$ cat src/rtl/replicated_window_feeder.sv
// Byte-stream front end for the replicated processor: builds a sliding R-byte window,
// pulses step per processed window and queues result bytes in an output FIFO.
module replicated_window_feeder #(
    parameter int REPLICATION_FACTOR = 3,
    parameter int RESULT_DELAY       = 0,
    parameter int OUT_DEPTH          = 2
) (
    input  logic                            clock,
    input  logic                            reset,
    input  logic                            in_valid,
    output logic                            in_ready,
    input  logic [7:0]                      in_byte,
    input  logic                            flush,
    output logic [8*REPLICATION_FACTOR-1:0] window,
    output logic                            step,
    input  logic [7:0]                      result_in,
    output logic                            out_valid,
    input  logic                            out_ready,
    output logic [7:0]                      out_byte,
    output logic                            primed
);
    localparam int R     = REPLICATION_FACTOR;
    localparam int CNT_W = $clog2(R + 1);
    localparam int PTR_W = $clog2(OUT_DEPTH);
    localparam int OCC_W = $clog2(OUT_DEPTH + RESULT_DELAY + 2) + 1;

    typedef enum logic {FILL, STREAM} fill_state_t;

    fill_state_t      state;
    fill_state_t      state_next;
    logic [CNT_W-1:0] fill_count;
    logic [CNT_W-1:0] fill_count_next;
    logic             started;
    logic             accept;
    logic             stream_accept;
    logic [8*R-1:0]   window_shifted;

    // One bit per processed window between its step cycle and its FIFO push.
    logic [RESULT_DELAY:0] flight;
    logic                  push;
    logic                  pop;

    logic [7:0]       fifo_mem [OUT_DEPTH];
    logic [PTR_W-1:0] rd_ptr;
    logic [PTR_W-1:0] wr_ptr;
    logic [OCC_W-1:0] fifo_count;
    logic [OCC_W-1:0] outstanding;

    function automatic logic [OCC_W-1:0] count_ones(input logic [RESULT_DELAY:0] bits);
        logic [OCC_W-1:0] n;
        n = '0;
        for (int k = 0; k <= RESULT_DELAY; k++) begin
            n = n + OCC_W'(bits[k]);
        end
        return n;
    endfunction

    // Every accepted STREAM byte reserves a FIFO slot until its result is popped.
    assign outstanding = fifo_count + count_ones(flight);

    always_comb begin
        in_ready = 1'b0;
        if (started && !flush) begin
            in_ready = (state == FILL) ? 1'b1 : (outstanding < OCC_W'(OUT_DEPTH));
        end
    end

    assign accept        = in_valid && in_ready;
    assign stream_accept = accept && ((state == STREAM) || (fill_count == CNT_W'(R - 1)));
    assign primed        = (state == STREAM);

    always_ff @(posedge clock or negedge reset) begin
        if (!reset) begin
            started <= 1'b0;
        end else begin
            started <= 1'b1;
        end
    end

    // ---- fill-state FSM ----
    always_ff @(posedge clock or negedge reset) begin
        if (!reset) begin
            state      <= FILL;
            fill_count <= '0;
        end else begin
            state      <= state_next;
            fill_count <= fill_count_next;
        end
    end

    always_comb begin
        state_next      = state;
        fill_count_next = fill_count;
        if (flush) begin
            state_next      = FILL;
            fill_count_next = '0;
        end else if (accept && (state == FILL)) begin
            fill_count_next = fill_count + CNT_W'(1);
            if (fill_count == CNT_W'(R - 1)) begin
                state_next = STREAM;
            end
        end
    end

    // ---- window shift register ----
    generate
        if (R == 1) begin : g_single
            assign window_shifted = in_byte;
        end else begin : g_multi
            assign window_shifted = {window[8*R-9:0], in_byte};
        end
    endgenerate

    always_ff @(posedge clock or negedge reset) begin
        if (!reset) begin
            window <= '0;
        end else if (flush) begin
            window <= '0;
        end else if (accept) begin
            window <= window_shifted;
        end
    end

    // ---- step / result-latency pipe ----
    always_ff @(posedge clock or negedge reset) begin
        if (!reset) begin
            flight <= '0;
        end else begin
            flight[0] <= stream_accept;
            for (int k = 1; k <= RESULT_DELAY; k++) begin
                flight[k] <= flight[k-1];
            end
        end
    end

    assign step = flight[0];
    assign push = flight[RESULT_DELAY];
    assign pop  = out_valid && out_ready;

    // ---- output FIFO ----
    always_ff @(posedge clock or negedge reset) begin
        if (!reset) begin
            rd_ptr     <= '0;
            wr_ptr     <= '0;
            fifo_count <= '0;
        end else begin
            if (push) begin
                wr_ptr <= wr_ptr + PTR_W'(1);
            end
            if (pop) begin
                rd_ptr <= rd_ptr + PTR_W'(1);
            end
            case ({push, pop})
                2'b10:   fifo_count <= fifo_count + OCC_W'(1);
                2'b01:   fifo_count <= fifo_count - OCC_W'(1);
                default: fifo_count <= fifo_count;
            endcase
        end
    end

    always_ff @(posedge clock) begin
        if (push) begin
            fifo_mem[wr_ptr] <= result_in;
        end
    end

    assign out_valid = (fifo_count != '0);
    assign out_byte  = out_valid ? fifo_mem[rd_ptr] : 8'h00;

    // Input throttling must make a push into a full, non-popping FIFO impossible.
    overflow_guard: assert property (@(posedge clock) disable iff (!reset)
        !(push && !pop && (fifo_count == OCC_W'(OUT_DEPTH))));

endmodule

$ cat config.mk
export PLATFORM = sky130hd
export DESIGN_NAME = replicated_window_feeder
export DESIGN_NICKNAME = d
export VERILOG_FILES = /design/src/rtl/replicated_window_feeder.sv
export SDC_FILE = /design/constraint.sdc
export NUM_CORES = 1
export LEC_CHECK = 0
export ABC_AREA = 1
export BUFFER_PORTS_ARGS = -buffer_cell sky130_fd_sc_hd__buf_4
export CORE_MARGIN = 4
export CORE_UTILIZATION = 47
export CTS_CLUSTER_SIZE = 8
export DETAILED_ROUTE_END_ITERATION = 12
export GPL_TIMING_DRIVEN = 0
export PLACE_DENSITY = 0.75
export SLEW_MARGIN = 0
export SYNTH_ARGS = -nofsm -noshare
export SYNTH_HDL_FRONTEND = slang
export SYNTH_SLANG_ARGS = --single-unit
$ cat constraint.sdc
create_clock -name clock -period 1.65 [get_ports clock]
set_input_delay 0.165 -clock clock [delete_from_list [all_inputs] [get_ports clock]]
set_output_delay 0.165 -clock clock [all_outputs]
set_load 0.02 [all_outputs]
==> impl_summary.log <==
INFO  metric status = finished, violations left
INFO  metric failed_checks = negative setup slack
INFO  metric ctsHtreeMaxLevel = 2
INFO  metric avgRoutedWirePerCell = 13.7 µm
INFO  metric crit_path_frequent_cell = inv_2
INFO  metric pin_count_of_the_biggest_net_entering_global_routing = 35
INFO  metric synth_area_leader_cell = dfrtp_1
INFO  metric n_antenna_cell = 0
INFO  metric synth.ff_latch_count = 50
INFO  metric timing.hold.worst.class = in -> reg
INFO  metric synthTopCellsByArea = dfrtp_1 (38%), edfxtp_1 (22%), nand2_1 (13%), nand3_1 (6.3%), inv_1 (5.7%)
INFO  metric finalWirelength = 5.14 mm
INFO  metric cp_top_family = adder cells
INFO  metric drc_errors = 0
INFO  metric max_freq = approximately 590 MHz
INFO  metric synth_unique_cells = 24
INFO  metric grt_first_pass_wirelength = between 8 and 9 mm
INFO  metric synthesis.nets = between 200 and 300
INFO  metric worstSetupStartpointType = register
INFO  metric holdPathStages = 1
INFO  metric num_vias = around 1.8k
INFO  metric crit_path_cell_trace = buf_6 > inv_4 > nand3_4 > nand2_4 > inv_2 > ha_4 > inv_2 > fa_2 > a21oi_2 > o21ai_2 > xor2_1
INFO  metric power.share.sequential = 0.398
INFO  metric grt_pass1_vias = around 1.8k
INFO  metric power.leakage = around 1.6 nW
INFO  metric utilization = 0.705
INFO  metric syn-instance-count = 242
INFO  metric end_kind = register
INFO  metric globalRouteOverflowTotal = 0
INFO  metric cp.arrival = 1880 ps
INFO  metric relSlewSlack = 0.567
INFO  metric synth-seq-area-share = 0.598
INFO  metric die_area = approximately 5900 µm²
INFO  metric finalMaxSlewViolations = 0
INFO  metric avg_inst_size_synth = ~9.2 µm²
INFO  metric most-common-layout-cells = nand2_1 (73), buf_4 (66), dfrtp_1 (34)
INFO  metric synth.top_cell.area_share = 0.382
INFO  metric unrepaired_setup_endpoints_after_global_routing = yes
INFO  metric drt_pass1_iterations = 4
INFO  metric worst_slack = -44.0 ps
INFO  metric skew = between 6 and 7 ps
INFO  metric clock_insertion_delay_worst_skew = approximately 300 ps
INFO  metric crit_path_max_incr_delay = between 300 and 400 ps
INFO  metric globalplace.congestion = roughly 0.76
INFO  metric areaGrowthSynthToFinish = 41.6%
INFO  metric fp.coreArea = 4470 µm²
INFO  metric antenna_found_initial = 0
INFO  metric clockRootBuffer = clkbuf_8
INFO  metric setup_violations = 2
INFO  metric floorplan.die.height = slightly below 80 µm
INFO  metric worst-slew-pin-transition = 647 ps
INFO  metric synth-warning-count = 0
INFO  metric power.internal = 2.45 mW
INFO  metric clockPowerShare = 0.237
INFO  metric final_common_cell = nand2_1
INFO  metric clk_pin_slew_worst_paths = approximately 90 ps
INFO  metric fp.dieW = approximately 77 µm
INFO  metric critical_path.max_fanout = 2
INFO  metric routed_via_density = ~4.8
INFO  metric hold-worst-slack = around 46 ps
INFO  metric numClockSinks = 50
INFO  metric rows = 24
INFO  metric initial_core_util = 0.498
INFO  metric cp_num_buf_inv = 4
INFO  metric final.period_utilization = 1.03
INFO  metric initialDrtViolationCount = approximately 60
INFO  metric critPathKind = reg -> reg
INFO  metric period_minus_slack = approximately 1700 ps
INFO  metric io_buffers = between 50 and 60
INFO  metric fillerInstances = 344
INFO  metric part_of_the_total_power_dissipated_in_combinational_logic = 0.365
INFO  metric timing_hold_violations_final = 0
INFO  metric final_nets = between 300 and 400
INFO  metric crit_slowest_cell = dfrtp_1
INFO  metric drv.max_cap_violation_count = 0
INFO  metric pin_count = 57
INFO  metric cts_buffers = 5
INFO  metric synth.cell_area = 2230 µm²
INFO  metric power_density = between 1000 and 1500 nW/µm²
INFO  metric net_sw_power = roughly 1.3 mW
INFO  metric cp.depth = 11
INFO  metric dp_hpwl = roughly 3.4 mm
INFO  metric ctsLongestPathBuffers = 2
INFO  metric netSwitchingFraction = 0.343
INFO  metric drive_gt1_frac = 0.366
INFO  metric worst_ep_required = approximately 1800 ps
INFO  metric ir_worst_vdd = approximately 0.6 mV
INFO  metric grt_use_total = 0.174
INFO  metric post_route_ant_nets = 0
INFO  metric reg2regPathDepth = 11
INFO  metric cts_tree = done
## logic make-up after synthesis
kind of cell             synth area share
AND/OR/NAND/NOR                     0.226
other                             0.00168
AO/OA/AOI/OAI                      0.0472
adder cells (fa/ha/maj)            0.0258
XOR/XNOR                           0.0157
buffers and inverters              0.0860
flip-flops                          0.598
## timing repair
item                                    CTS  global route
pin swaps                                 7            11
resized for setup                        16            26
cloned                                    0             4
buffers inserted                          8             6
hold buffers                              1             0
endpoints found under the setup margin   37            34
endpoints found under the hold margin    34             0
## registers in the layout, summed over array words and instances, names as in the netlist
signal	cells
window	24
fifo_mem	16
fifo_count	3
fill_count	2
primed	1
rd_ptr	1
started	1
step	1
wr_ptr	1
## through the flow
step                setup TNS, ps  instance area (µm²)  std cells  worst slack (ps)  total power [mW]
floorplan                   -55.8                 2240        242             -32.8              2.19
global placement             -504                 2720        349              -106              2.54
detailed placement          -1200                 2720        349              -136              2.58
CTS                          -147                 2960        365             -81.7              3.65
global route                 -281                 3150        374              -130              3.97
finish                      -71.1                 3150        374             -44.0              3.74
## path summary, 6_finish.rpt
kind	from	endpoint	slack [ps]
worst min register to register	wr_ptr$_DFFE_PN0P_	wr_ptr$_DFFE_PN0P_	500
worst min-delay path	result_in[5]	fifo_mem[0][5]$_DFFE_PP_	50
worst max-delay path	fifo_count[0]$_DFFE_PN0P_	fifo_count[2]$_DFFE_PN0P_	-40
min in group asynchronous	reset	rd_ptr$_DFFE_PN0N_	340
max in group asynchronous	reset	fifo_count[2]$_DFFE_PN0P_	990
worst max register to register	fifo_count[0]$_DFFE_PN0P_	fifo_count[2]$_DFFE_PN0P_	-40
## cell usage after synthesis (all sizes together)
library cell,count
nor2,10
xor2,3
clkbuf,2
xnor2,1
inv,37
fa,1
ha,3
clkinv,1
a21oi,2
conb,1
dfrtp,34
o21a,1
a31o,1
edfxtp,16
a21boi,1
buf,7
nand3,31
nand2,78
o21ai,12
## power groups by stage
stage               Sequential [mW]  Clock, mW  Combinational, mW
floorplan                      1.49          0              0.700
global placement               1.47          0               1.07
detailed placement             1.48          0               1.11
CTS                            1.48      0.908               1.26
global route                   1.50      0.964               1.50
finish                         1.49      0.885               1.36
## per-layer routing
layer / up-vias / GRT usage / share of wire
li1: 915 / - / -
met1: 826 / 0.215 / 0.41
met2: 52 / 0.299 / 0.51
met3: 6 / 0.0597 / 0.079
met4: 0 / 0.0326 / 0.0068
met5: - / 0 / 0
## cell type report
type | count | area, µm² | area share
clock buffers | 5 | 68.8 | 0.0218
repair buffers | 73 | 601 | 0.190
inverters | 38 | 150 | 0.0476
multi-input cells | 146 | 830 | 0.263
flip-flops and latches | 50 | 1330 | 0.422
well taps | 52 | 65.1 | 0.0206
clock inverters | 3 | 48.8 | 0.0155
plain buffers | 7 | 60.1 | 0.0190
Note: power is estimated with default switching activity, not from simulation.
